[src/rtl/mem_bus_arbiter.sv]
// rtl/mem_bus_arbiter.sv - two-master memory port arbiter with ready handshake and timeout
//
// Shares one memory port between the CPU controller (active-low MREQ_N,
// R_W_N, one-cycle ACK) and a DMA/debug master (active-high req, one-cycle
// done). Contention is resolved round-robin. Each access waits for mem_rdy
// for at most TIMEOUT+1 cycles; after that it completes with ERR_VAL
// returned as read data and a bus_err pulse, so the requester never hangs.
//
// Ports:
//   clk, reset                    clock (rising edge), async active-high reset
//   cpu_mreq_n/r_w_n/addr/wdata   CPU request side
//   cpu_ack                       CPU completion pulse
//   dma_req/we/addr/wdata         DMA request side
//   dma_gnt, dma_done             DMA owns the port / DMA completion pulse
//   rdata                         registered read data, valid with ack/done
//   mem_en/we/addr/wdata          memory strobe, write enable, address, data
//   mem_rdata, mem_rdy            memory read data and ready
//   busy                          arbiter not idle
//   bus_err, err_count            timeout pulse, saturating timeout count
module mem_bus_arbiter #(
  parameter int                ADDR_W  = 16,
  parameter int                DATA_W  = 16,
  parameter int                TIMEOUT = 15,
  parameter logic [DATA_W-1:0] ERR_VAL = 16'hFFFF
) (
  input  logic              clk,
  input  logic              reset,
  input  logic              cpu_mreq_n,
  input  logic              cpu_r_w_n,
  input  logic [ADDR_W-1:0] cpu_addr,
  input  logic [DATA_W-1:0] cpu_wdata,
  output logic              cpu_ack,
  input  logic              dma_req,
  input  logic              dma_we,
  input  logic [ADDR_W-1:0] dma_addr,
  input  logic [DATA_W-1:0] dma_wdata,
  output logic              dma_gnt,
  output logic              dma_done,
  output logic [DATA_W-1:0] rdata,
  output logic              mem_en,
  output logic              mem_we,
  output logic [ADDR_W-1:0] mem_addr,
  output logic [DATA_W-1:0] mem_wdata,
  input  logic [DATA_W-1:0] mem_rdata,
  input  logic              mem_rdy,
  output logic              busy,
  output logic              bus_err,
  output logic [7:0]        err_count
);

  localparam logic [1:0] S_IDLE   = 2'd0;
  localparam logic [1:0] S_ACCESS = 2'd1;
  localparam logic [1:0] S_RESP   = 2'd2;

  localparam logic OWN_CPU = 1'b0;
  localparam logic OWN_DMA = 1'b1;

  localparam logic [7:0] TO_LIMIT = 8'(TIMEOUT);

  logic [1:0]        state;
  logic              owner;
  logic              last_grant;
  logic              we_q;
  logic [ADDR_W-1:0] addr_q;
  logic [DATA_W-1:0] wdata_q;
  logic [7:0]        cnt;
  logic              err_q;
  logic [DATA_W-1:0] rdata_q;
  logic [7:0]        err_cnt_q;

  logic cpu_req;
  logic any_req;
  logic grant_dma;

  assign cpu_req = ~cpu_mreq_n;
  assign any_req = cpu_req | dma_req;
  // DMA wins when it is alone, or when both ask and the CPU was served last.
  assign grant_dma = dma_req & (~cpu_req | (last_grant == OWN_CPU));

  always_ff @(posedge clk or posedge reset) begin
    if (reset) begin
      state      <= S_IDLE;
      owner      <= OWN_CPU;
      last_grant <= OWN_DMA;
      we_q       <= 1'b0;
      addr_q     <= '0;
      wdata_q    <= '0;
      cnt        <= '0;
      err_q      <= 1'b0;
      rdata_q    <= '0;
      err_cnt_q  <= '0;
    end else begin
      case (state)
        S_IDLE: begin
          if (any_req) begin
            owner      <= grant_dma;
            last_grant <= grant_dma;
            addr_q     <= grant_dma ? dma_addr  : cpu_addr;
            wdata_q    <= grant_dma ? dma_wdata : cpu_wdata;
            we_q       <= grant_dma ? dma_we    : ~cpu_r_w_n;
            cnt        <= '0;
            err_q      <= 1'b0;
            state      <= S_ACCESS;
          end
        end
        S_ACCESS: begin
          // Ready takes priority over the timeout in the same cycle.
          if (mem_rdy) begin
            if (!we_q) rdata_q <= mem_rdata;
            err_q <= 1'b0;
            state <= S_RESP;
          end else if (cnt == TO_LIMIT) begin
            if (!we_q) rdata_q <= ERR_VAL;
            err_q <= 1'b1;
            // Counted on entry to RESP so the new value is visible with bus_err.
            if (err_cnt_q != 8'hFF) err_cnt_q <= err_cnt_q + 8'd1;
            state <= S_RESP;
          end else begin
            cnt <= cnt + 8'd1;
          end
        end
        S_RESP: begin
          state <= S_IDLE;
        end
        default: begin
          state <= S_IDLE;
        end
      endcase
    end
  end

  // All port-facing strobes decode from the state register, so an async
  // reset drops mem_en immediately and a RESP cycle always yields one pulse.
  assign mem_en    = (state == S_ACCESS);
  assign mem_we    = mem_en & we_q;
  assign mem_addr  = addr_q;
  assign mem_wdata = (mem_en & we_q) ? wdata_q : '0;
  assign dma_gnt   = mem_en & (owner == OWN_DMA);
  assign cpu_ack   = (state == S_RESP) & (owner == OWN_CPU);
  assign dma_done  = (state == S_RESP) & (owner == OWN_DMA);
  assign bus_err   = (state == S_RESP) & err_q;
  assign busy      = (state != S_IDLE);
  assign rdata     = rdata_q;
  assign err_count = err_cnt_q;

endmodule

[config.mk]
export PLATFORM = sky130hd
export DESIGN_NAME = mem_bus_arbiter
export DESIGN_NICKNAME = d
export VERILOG_FILES = /design/src/rtl/mem_bus_arbiter.sv
export SDC_FILE = /design/constraint.sdc
export NUM_CORES = 1
export LEC_CHECK = 0
export CAP_MARGIN = 20
export CORE_MARGIN = 5
export CORE_UTILIZATION = 39
export CTS_BUF_LIST = sky130_fd_sc_hd__clkbuf_4
export DETAILED_ROUTE_END_ITERATION = 12
export PLACE_DENSITY_LB_ADDON = 0.08
export SYNTH_ARGS = -nofsm -noshare
export SYNTH_HDL_FRONTEND = slang
export SYNTH_SLANG_ARGS = --single-unit
[constraint.sdc]
create_clock -name clk -period 2 [get_ports clk]
set_clock_uncertainty 0.1 [all_clocks]
set_input_delay 0.2 -clock clk [delete_from_list [all_inputs] [get_ports clk]]
set_output_delay 0.2 -clock clk [all_outputs]
set_load 0.005 [all_outputs]
==> impl_metrics.env, run 1 <==
export IMPL_dieArea_mm2=0.0103
export IMPL_remaining_drc_errors=0
export IMPL_grt_start_max_net_pins=69
export IMPL_synthArstFlopShare_pct=100
export IMPL_grtUsageTotal_pct=17.4
export IMPL_swShare_pct=33.1
export IMPL_p_leak_nw=2.45
export IMPL_ys_types=35
export IMPL_synth_avg_cell_area_um2=10.3
export IMPL_tritoncts="yes"
export IMPL_clkPwrFrac_pct=17.0
export IMPL_cts_sinks=70
export IMPL_final_common_cell="clkdlybuf4s50_1"
export IMPL_startpoint_type="register"
export IMPL_synth_edff_count=0
export IMPL_p_per_area_mw_per_mm2=1130
export IMPL_pre_cts_ws_ns=-0.212
export IMPL_critPathMaxStageDelay_ns=0.56
export IMPL_yosysWarnings=0
export IMPL_grt_pass1_wl_mm=14.3
export IMPL_io_pins=150
export IMPL_worstHoldPathType="in -> reg"
export IMPL_syn_inst=317
export IMPL_diodes=0
export IMPL_clk_pin_slew_worst_paths_ns=0.11
export IMPL_worst_pin_slew_ns=0.374
export IMPL_cp_required_ns=2.24
export IMPL_combPwrFrac_pct=44.0
export IMPL_r2r_end="err_count[7]"
export IMPL_placed_cells=573
export IMPL_timing_final_ws_setup_ns=0.0600
export IMPL_grt_antenna_before_repair=0
export IMPL_worst_path_buf_inv=0
export IMPL_grt_overflow=0
export IMPL_start_util_pct=40.0
export IMPL_fp_dieH_um=102
export IMPL_fp_row_count=33
export IMPL_cp_cell_sequence="or4_4, or4_4, nor3b_2, xor2_1"
export IMPL_synth_area_mm2=0.00327
export IMPL_core_area_mm2=0.00818
export IMPL_startpoint="cnt[7]"
export IMPL_clk_latency_ns=0.41
export IMPL_h_tree_depth=3
export IMPL_layout_common_cells="126 x clkdlybuf4s50_1, 67 x dfrtp_1, 45 x nand2_1, 39 x o21ai_0, 32 x mux2i_1"
export IMPL_fin_crit_sh_pct=97.0
export IMPL_io_buffers=149
export IMPL_rr_worst_depth=4
export IMPL_met2_usage_pct=27.2
export IMPL_drt_iter0_drc=84
export IMPL_clock_path_buffers=2
export IMPL_final_nets=574
export IMPL_timing_critical_path_to="err_count[7]"
export IMPL_status="complete, no violations"
export IMPL_numCtsBuffers=9
export IMPL_pwr_share_seq_pct=39.0
export IMPL_internal_power_mw=3.98
export IMPL_slew_viol_final=0
export IMPL_relSlewSlack_pct=75.1
export IMPL_firstDrtPassIters=5
export IMPL_ys_seq_area_share_pct=53.7
export IMPL_drive_gt1_share_pct=13.3
export IMPL_worst_setup_path_end_kind="register"
export IMPL_path_common_cell="or4_4"
export IMPL_rsz0062_at_grt="true"
export IMPL_ir_drop_v=0.000518
export IMPL_synth_nets=406
export IMPL_path_max_fanout=4
export IMPL_ant_nets=0
export IMPL_fmax_ghz=0.515
export IMPL_critPathKind="reg -> reg"
export IMPL_hold_violations=0
export IMPL_crit_cells=4
export IMPL_postLayoutCoreUtil_pct=64.3
export IMPL_cap_violations=0
export IMPL_place_gp_congestion=0.854
export IMPL_final_setup_viol_count=0
export IMPL_routed_via_density=4.97
export IMPL_grt_pass1_vias=3113
export IMPL_cp_top_family="simple AND/OR/NAND/NOR gates"
export IMPL_stdcell_count=595
export IMPL_critPathSlowestCell="or4_4"
export IMPL_reg2reg_slack_ns=0.06
export IMPL_num_vias=2957
export IMPL_areaGrowthSynthToFinish_pct=61.0
export IMPL_finalCriticalPeriod_ns=1.94
export IMPL_synth_ff_type="dfrtp_1"
export IMPL_ys_ff_latch=70
export IMPL_fp_dieW_um=102
export IMPL_power_switching_mw=1.97
export IMPL_grtUsageMet3_pct=6.20
export IMPL_wirelength_mm=8.58
export IMPL_gr_max_usage_layer="met2"
export IMPL_met1_usage_pct=21.7
export IMPL_reg2reg_from="cnt[7]"
export IMPL_avgRoutedWirePerCell_um=14.4
export IMPL_dp_hpwl_mm=6.44
export IMPL_cp_arrival_ns=2.18
export IMPL_cts_root_buf="clkbuf_4"
worst min-delay path, delay by kind of cell:
| kind | cells | cell delay [ns] |
|---|---|---|
| buf+inv | 1 | 0.40 |
| simple gates | 1 | 0.11 |
| compound gates | 1 | 0.07 |
cells in the mapped netlist, types with 4 or more instances:
master | count | area [um^2]
nor3_1 | 5 | 25.0
xor2_1 | 4 | 35.0
clkbuf_1 | 13 | 48.8
buf_2 | 4 | 20.0
nor2_1 | 7 | 26.3
nand3_1 | 5 | 25.0
o21ai_0 | 41 | 205
inv_1 | 7 | 26.3
o22a_1 | 16 | 140
nand2_1 | 46 | 173
dfrtp_1 | 69 | 1730
and3_1 | 19 | 119
mux2i_1 | 32 | 320
a31oi_1 | 6 | 37.5
a21oi_1 | 10 | 50.1
sequential cells by signal (all words and copies together) (netlist names):
register and count:
mem_addr 16, err_q 1, cnt 8, owner 1, wdata_q 16, last_grant 1
we_q 1, rdata 16, state 2, err_count 8
cells by family after synthesis:
family / Yosys count / share of synthesized area (%)
compound gates: 78 / 14.5
xor+xnor: 5 / 1.34
fa+ha+maj: 2 / 0.766
buf+inv: 25 / 3.06
flops: 70 / 53.7
mux: 33 / 10.1
simple gates: 104 / 16.5
power by group through the flow:
stage          clock network, mW  logic, mW  registers, mW
2_1_floorplan                  0       1.11           2.29
4_1_cts                     1.05       2.65           2.32
6_report                    1.01       2.62           2.32
3_5_place_dp                   0       2.62           2.34
3_3_place_gp                   0       2.58           2.31
5_1_grt                     1.10       2.92           2.41
what timing repair did:
action                     in CTS  in global routing
setup endpoints to repair      46                 28
setup buffers                   4                  1
resized for setup              46                 12
hold endpoints to repair        2                  0
hold buffers                    1                  0
pin swaps                       1                  1
final cells by class:
class	count	area [um^2]
clock buffers	9	67.6
fillers	708	2920
well taps	105	131
inverters	7	32.5
multi-input cells	222	1470
clock inverters	7	88.8
repair buffers	175	1720
flip-flops and latches	70	1760
worst min path at each step:
stage,from,end,slack (ns),cells after the start
floorplan,mem_rdy,state[1],0.25,2
global route,mem_rdata[3],rdata[3],0.29,2
CTS,dma_we,we_q,0.27,3
finish,dma_we,we_q,0.30,3
global placement,reset,mem_addr[13],0.34,2
detailed placement,reset,mem_addr[13],0.34,2
per-stage QoR:
stage | hold slack, ns | cell area, um^2 | setup TNS, ns | total power [mW]
after floorplan | 0.246 | 3270 | 0 | 3.40
after global placement | 0.340 | 5030 | -2.19 | 4.89
after detailed placement | 0.342 | 5030 | -3.18 | 4.97
after CTS | 0.269 | 5230 | -0.0177 | 6.02
after global routing | 0.288 | 5260 | -0.0314 | 6.43
final | 0.297 | 5260 | 0 | 5.95
routing by layer:
metal,wire length (um),vias up
met3,848,12
li1,-,1476
met1,3520,1362
met4,155,0
met2,4050,107
met5,0,-
Power figures use the tool's default switching activity.
==> run 2: changes to the inputs <==
--- a/config.mk
+++ b/config.mk
@@ -11,6 +11,8 @@
 export CTS_BUF_LIST = sky130_fd_sc_hd__clkbuf_4
 export DETAILED_ROUTE_END_ITERATION = 12
 export PLACE_DENSITY_LB_ADDON = 0.08
+export REMOVE_ABC_BUFFERS = 1
+export SKIP_CTS_REPAIR_TIMING = 1
 export SYNTH_ARGS = -nofsm -noshare
 export SYNTH_HDL_FRONTEND = slang
 export SYNTH_SLANG_ARGS = --single-unit
==> run 2 against run 1 <==
  * The run now ends with setup timing left
  * Final cell count rose by 1.5%
  * Hold slack worse by 0.23 ns
  * Sequential power about the same
  * Count of clock-buffer cells in the layout grew 2
  * Critical path depth unchanged
  * Combinational power up 6%
  * Non-clock buffer count is 10 higher
  * Wire length up 14%
  * Clock power shrank 29%
  * Global-route usage grew 1.6 points
  * Die area did not move
  * Critical path type unchanged
==> impl_metrics.env, run 2 (synthesis results as in run 1) <==
export IMPL_status="complete, but fails checks"
export IMPL_violations="setup timing"
export IMPL_h_tree_depth=3
export IMPL_fp_dieH_um=102
export IMPL_hold_slack_ns=0.0658
export IMPL_cap_violations=0
export IMPL_grt_antenna_before_repair=0
export IMPL_reg2reg_slack_ns=-0.08
export IMPL_drt_iter0_drc=88
export IMPL_cp_required_ns=2.23
export IMPL_final_setup_viol_count=3
export IMPL_layout_common_cells="127 x clkdlybuf4s50_1, 67 x dfrtp_1, 45 x nand2_1, 40 x o21ai_0, 32 x mux2i_1"
export IMPL_numCtsBuffers=9
export IMPL_wirelength_mm=9.80
export IMPL_postLayoutCoreUtil_pct=65.6
export IMPL_avgRoutedWirePerCell_um=16.2
export IMPL_stdcell_count=604
export IMPL_worst_setup_path_end_kind="register"
export IMPL_cts_root_buf="clkbuf_4"
export IMPL_clk_pin_slew_worst_paths_ns=0.11
export IMPL_finalPower_mw=5.85
export IMPL_regArea_mm2=0.00176
export IMPL_routed_via_density=5.11
export IMPL_cp_arrival_ns=2.30
export IMPL_remaining_drc_errors=0
export IMPL_diodes=0
export IMPL_grt_pass1_vias=3158
export IMPL_num_vias=3086
export IMPL_fillers=696
export IMPL_dieArea_mm2=0.0103
export IMPL_grtUsageTotal_pct=19.0
export IMPL_grt_overflow=0
export IMPL_fin_crit_sh_pct=104
export IMPL_worstHoldPathType="in -> async"
export IMPL_ant_nets=0
export IMPL_rsz0062_at_grt="true"
export IMPL_slew_viol_final=0
export IMPL_fp_dieW_um=102
export IMPL_start_util_pct=40.0
export IMPL_clk_latency_ns=0.39
export IMPL_final_nets=584
export IMPL_relSlewSlack_pct=64.1
export IMPL_reg2reg_from="cnt[7]"
export IMPL_hold_violations=0
export IMPL_worst_pin_slew_ns=0.537
export IMPL_io_pins=150
export IMPL_timing_final_ws_setup_ns=-0.0756
export IMPL_placed_cells=582
export IMPL_io_buffers=149
export IMPL_ir_drop_v=0.000458
export IMPL_critPathKind="reg -> reg"
export IMPL_dp_hpwl_mm=7.29
export IMPL_areaGrowthSynthToFinish_pct=64.3
export IMPL_fmax_ghz=0.482
export IMPL_placed_area_mm2=0.00508
export IMPL_finalCriticalPeriod_ns=2.08
export IMPL_grt_pass1_wl_mm=15.3
export IMPL_design_area_mm2=0.00537
export IMPL_p_per_area_mw_per_mm2=1090
export IMPL_final_common_cell="clkdlybuf4s50_1"
export IMPL_clock_path_buffers=2
export IMPL_tritoncts="yes"
export IMPL_multiInputGateArea_mm2=0.00148
export IMPL_fp_row_count=33
export IMPL_rr_worst_depth=4
export IMPL_r2r_end="err_count[7]"
export IMPL_core_area_mm2=0.00818
export IMPL_p_leak_nw=2.79
export IMPL_place_gp_congestion=0.782
export IMPL_startpoint_type="register"
export IMPL_path_max_fanout=4
export IMPL_drive_gt1_share_pct=13.2
export IMPL_firstDrtPassIters=4
export IMPL_grt_start_max_net_pins=47
export IMPL_cts_sinks=70
==> run 2: worst max-delay path by stage <==
| stage | from | to | slack (ns) | cells past startpoint |
|---|---|---|---|---|
| 2_1_floorplan | last_grant | mem_addr[0] | -2.66 | 4 |
| 3_3_place_gp | cnt[7] | rdata[13] | -0.11 | 4 |
| 3_5_place_dp | cnt[0] | rdata[3] | -0.15 | 5 |
| 4_1_cts | we_q | mem_wdata[9] | -0.25 | 2 |
| 5_1_grt | state[1] | busy | -0.12 | 4 |
| 6_report | cnt[7] | err_count[7] | -0.08 | 4 |
==> run 2: worst max-delay path, cell delays in order, from the launching register on <==
cell     delay, ns
dfrtp_1       0.43
or4_4         0.57
or4_4         0.55
nor3b_2       0.21
xor2_1        0.15
==> run 2: final cells by class <==
type	instances	share of cell area (%)
repair buffers	185	34.9
flip-flops and latches	70	32.7
multi-input cells	222	27.6
well taps	105	2.45
clock buffers	11	1.54
inverters	7	0.536
clock inverters	4	0.280
==> run 2: metal layers <==
layer / share of wire (%) / GRT usage [%]
met5: 0 / 0
met3: 7.9 / 6.75
met2: 50 / 31.2
met4: 0.98 / 6.13
met1: 41 / 23.2
==> run 2: where the power goes <==
group          switching, mW  internal (mW)  leakage (nW)
clock                  0.458          0.262        0.0569
sequential             0.359           1.97         0.855
combinational           1.20           1.60          1.88
==> run 2: metrics by stage <==
stage	TNS, ns	setup WS [ns]
floorplan	-95.91	-2.66
global placement	-2.15	-0.114
detailed placement	-2.63	-0.149
CTS	-6.72	-0.245
global route	-0.528	-0.124
finish	-0.101	-0.0756
==> RTL edit 1 (flow settings as in run 1) <==
Reset style: synchronous (`reset`), changed in one clocked block. Comments in the files are not updated.
--- a/src/rtl/mem_bus_arbiter.sv
+++ b/src/rtl/mem_bus_arbiter.sv
@@ -77,7 +77,7 @@
   // DMA wins when it is alone, or when both ask and the CPU was served last.
   assign grant_dma = dma_req & (~cpu_req | (last_grant == OWN_CPU));
 
-  always_ff @(posedge clk or posedge reset) begin
+  always_ff @(posedge clk) begin
     if (reset) begin
       state      <= S_IDLE;
       owner      <= OWN_CPU;
Formal check against the unedited RTL: differs if reset is asserted again (counterexample within 4 cycles, from zero or initial values and one cycle with reset high); with reset held inactive, the same outputs for 4 cycles.
==> RTL edit 1 against run 1 <==
- synthesized area rose by 0.54%
- sequential cell count is the same
- design area hardly changed
- routed wire length up 12%
- setup slack worse by 0.0018 ns
- critical endpoint is now mem_en
- largest cell class is now non-clock buffers
- highest routed layer unchanged
Power is not compared: it rests on default switching activity, and its combinational part moved more than twofold at a synthesized area within 25%.
==> RTL edit 1: results (changes against run 1) <==
\begin{tabular}{lr}
\hline
Metric & Value \\
\hline
\multicolumn{2}{l}{\textbf{Critical path}} \\
\quad Origin of the critical flop-to-flop path & cnt[6] (was cnt[7]) \\
\quad Delay of the slowest critical-path stage & 0.51 ns (was 0.56 ns) \\
\quad Slowest CP cell & clkdlybuf4s50\_1 (was or4\_4) \\
\quad Register-to-register setup slack & 0.12 ns (was 0.06 ns) \\
\quad Reg-to-Reg End & err\_count[4] (was err\_count[7]) \\
\quad Number of cells traversed by the worst register-to-register path & 5 (was 4) \\
\quad Crit Path Max Fanout & 9 (was 4) \\
\quad Cell type group with the largest total delay on the critical path & buffers and inverters (was simple AND/OR/NAND/NOR gates) \\
\quad Arrival time at the worst endpoint & 1.64 ns (was 2.18 ns) \\
\multicolumn{2}{l}{\textbf{Routing}} \\
\quad Wire length the detailed router placed on met1 & 3.94 mm (was 3.52 mm) \\
\quad Number of detailed-routing iterations run before antenna repair & 4 (was 5) \\
\quad Routed via count & 3303 (was 2957) \\
\quad Met3 wire length & 806 um (was 848 um) \\
\quad Count of routing violations after the opening detailed-route iteration & 113 (was 84) \\
\multicolumn{2}{l}{\textbf{Logic synthesis}} \\
\quad Main area contributors after synthesis & dfxtp\_1, mux2i\_1, a211oi\_1 (was dfrtp\_1, mux2i\_1, o21ai\_0) \\
\quad Number of different library cells in the post-synthesis netlist & 48 (was 35) \\
\quad Leading cell types by count after synthesis & dfxtp\_1, nor2\_1, a211oi\_1, mux2i\_1, a21oi\_1 (was dfrtp\_1, nand2\_1, o21ai\_0) \\
\quad Register area share after synthesis & 42.7\% (was 53.7\%) \\
\quad Dominant synthesized flop cell & dfxtp\_1 (was dfrtp\_1) \\
\quad Cells after synthesis & 367 (was 317) \\
\multicolumn{2}{l}{\textbf{Worst hold path}} \\
\quad Startpoint of the most critical hold path & reset (was dma\_we) \\
\quad Worst Hold Path EP & owner (was we\_q) \\
\multicolumn{2}{l}{\textbf{Clock network}} \\
\quad Reg clk slew, reported paths & 0.13 ns (was 0.11 ns) \\
\multicolumn{2}{l}{\textbf{GRT}} \\
\quad Global-route track usage on met3 & 5.92\% (was 6.20\%) \\
\quad Met1 routing resource usage after global routing & 22.6\% (was 21.7\%) \\
\quad Maximum number of pins on one net before global-route repair & 49 (was 69) \\
\quad GRT Overall Usage & 18.7\% (was 17.4\%) \\
\quad Number of global-route vias before repair & 3232 (was 3113) \\
\quad First-pass GRT wire length & 15.3 mm (was 14.3 mm) \\
\quad Global routing met2 resource utilization & 31.5\% (was 27.2\%) \\
\multicolumn{2}{l}{\textbf{Finish}} \\
\quad Post-route insts no fill & 639 (was 595) \\
\multicolumn{2}{l}{\textbf{Status}} \\
\quad Run status & completed (unchanged) \\
\multicolumn{2}{l}{\textbf{STA}} \\
\quad Hold Slack & 0.0453 ns (was 0.297 ns) \\
\quad Transition at the pin with the smallest max-transition slack & 0.609 ns (was 0.374 ns) \\
\multicolumn{2}{l}{\textbf{Place}} \\
\quad Total instance count after detailed placement & 616 (was 573) \\
\hline
\end{tabular}
==> RTL edit 1: layout make-up <==
type / count / area, um^2
well taps: 105 / 131
repair buffers: 179 / 1730
clock buffers: 9 / 67.6
flip-flops and latches: 70 / 1410
fillers: 723 / 2960
clock inverters: 7 / 121
inverters: 23 / 91.3
multi-input cells: 246 / 1710
==> RTL edit 1: worst max path at each step <==
stage | slack, ns | start | end
after floorplan | 0.09 | cnt[0] | err_count[5]
after global placement | -0.03 | mem_rdy | rdata[12]
after detailed placement | -0.04 | mem_rdy | rdata[4]
after CTS | 0.02 | state[1] | busy
after global routing | -0.008 | cnt[6] | err_count[4]
final | 0.06 | state[0] | mem_en
==> RTL edit 1: cells by family (layout without fill, tap and decap cells) <==
group	Yosys count	after routing	synth area share, %
AOI/OAI and AO/OA	103	103	21.3
DFF	70	70	42.7
muxes	35	35	10.7
adders and majority gates	2	2	0.762
buffers and inverters	51	218	6.32
and+or+nand+nor	106	106	18.2
==> RTL edit 2 (config.mk and constraints of run 1) <==
Without the edit above. `DATA_W`: 16 -> 24.
--- a/src/rtl/mem_bus_arbiter.sv
+++ b/src/rtl/mem_bus_arbiter.sv
@@ -19,7 +19,7 @@
 //   bus_err, err_count            timeout pulse, saturating timeout count
 module mem_bus_arbiter #(
   parameter int                ADDR_W  = 16,
-  parameter int                DATA_W  = 16,
+  parameter int                DATA_W  = 24,
   parameter int                TIMEOUT = 15,
   parameter logic [DATA_W-1:0] ERR_VAL = 16'hFFFF
 ) (
Interface: changed (5 resized); port bits go from 150 to 190. The function was not compared with the original's and may differ.
==> RTL edit 2 against run 1 <==
- sequential share of layout area grew 0.54 points
- synthesized cell count grew 19%
- setup slack gained 0.0042 ns
- sequential power grew 22%
- largest power group unchanged
- synthesized area grew 23%
- first-iteration DRC count grew 120%
- total power grew 21%
- combinational power grew 30%
- die area grew 21%
- routed wire length grew 30%
- sequential cell count grew 16
- design area grew 21%
==> RTL edit 2: results (changes against run 1) <==
\begin{tabular}{lr}
\hline
Metric & Value \\
\hline
\multicolumn{2}{l}{\textbf{Critical path}} \\
\quad Crit Path Max Fanout & 13 (was 4) \\
\quad Worst setup endpoint & mem\_wdata[12] (was err\_count[7]) \\
\quad Cell type group with the largest total delay on the critical path & buffers and inverters (was simple AND/OR/NAND/NOR gates) \\
\quad Number of cells traversed by the worst register-to-register path & 6 (was 4) \\
\quad Register-to-register setup slack & 0.11 ns (was 0.06 ns) \\
\quad Delay of the slowest critical-path stage & 0.40 ns (was 0.56 ns) \\
\multicolumn{2}{l}{\textbf{Power}} \\
\quad Total internal power & 4.74 mW (was 3.98 mW) \\
\quad Peak supply drop & 436 uV (was 518 uV) \\
\quad Power share of the clock group & 13.6\% (was 17.0\%) \\
\multicolumn{2}{l}{\textbf{Place}} \\
\quad Total of buffers placed on input and output ports & 189 (was 149) \\
\quad Placer Congestion & 0.798 (was 0.854) \\
\quad Post-detail-place hpwl & 8.25 mm (was 6.44 mm) \\
\quad Setup WS pre-CTS & -0.00135 ns (was -0.212 ns) \\
\multicolumn{2}{l}{\textbf{Worst hold path}} \\
\quad Tightest Hold Check Type & in -> async (was in -> reg) \\
\multicolumn{2}{l}{\textbf{Routing}} \\
\quad Wire length the detailed router placed on met1 & 4.53 mm (was 3.52 mm) \\
\quad Number of detailed-routing iterations run before antenna repair & 4 (was 5) \\
\quad Met2 Wirelength & 5.44 mm (was 4.05 mm) \\
\quad Total Wirelength & 11.1 mm (was 8.58 mm) \\
\quad Met3 wire length & 1.02 mm (was 848 um) \\
\multicolumn{2}{l}{\textbf{GRT}} \\
\quad First-pass GRT wire length & 18.5 mm (was 14.3 mm) \\
\quad Met1 routing resource usage after global routing & 22.4\% (was 21.7\%) \\
\quad Global-route track usage on met3 & 7.28\% (was 6.20\%) \\
\quad Number of global-route vias before repair & 3676 (was 3113) \\
\quad Global routing met2 resource utilization & 29.9\% (was 27.2\%) \\
\multicolumn{2}{l}{\textbf{Logic synthesis}} \\
\quad Synth Net Count & 489 (was 406) \\
\quad Synthesized-area fraction occupied by ao, oa, aoi and oai cells & 14.1\% (was 14.5\%) \\
\quad Share of synthesized area spent on multiplexers & 11.0\% (was 10.1\%) \\
\quad Number of different library cells in the post-synthesis netlist & 42 (was 35) \\
\quad Main area contributors after synthesis & dfrtp\_1, mux2i\_1, o21ai\_0 (unchanged) \\
\multicolumn{2}{l}{\textbf{Clock network}} \\
\quad Post-CTS sizing & 42 (was 46) \\
\multicolumn{2}{l}{\textbf{STA}} \\
\quad Slew HR & 68.3\% (was 75.1\%) \\
\multicolumn{2}{l}{\textbf{Status}} \\
\quad Run status & completed (unchanged) \\
\hline
\end{tabular}
==> RTL edit 2: cell types whose count changed after synthesis, sizes merged, moves of 2 or more <==
cell    change
and3        +9
dfrtp      +16
a21oi       -2
nand4b      -2
or4         -2
mux2i      +10
and3b       +2
buf        +10
nand3       +5
xor2        +2
nand2       +3
nor3        -4
a22o        +8
o21ai       +4
==> RTL edit 2: area by class of cell <==
class	count	area (um^2)	area share (%)
flip-flops and latches	86	2150	33.9
repair buffers	212	2070	32.6
multi-input cells	254	1750	27.6
well taps	136	170	2.68
clock buffers	10	75.1	1.18
clock inverters	6	62.6	0.985
inverters	8	47.5	0.748
repair inverters	2	20.0	0.315
==> RTL edit 2: logic make-up (layout without fill, tap and decap cells) <==
logic type,after synthesis,count (layout)
flip-flops,86,86
adder cells (fa/ha/maj),2,2
AND/OR/NAND/NOR,113,113
AO/OA/AOI/OAI,89,89
multiplexers,44,44
buffers and inverters,36,238
XOR/XNOR,6,6
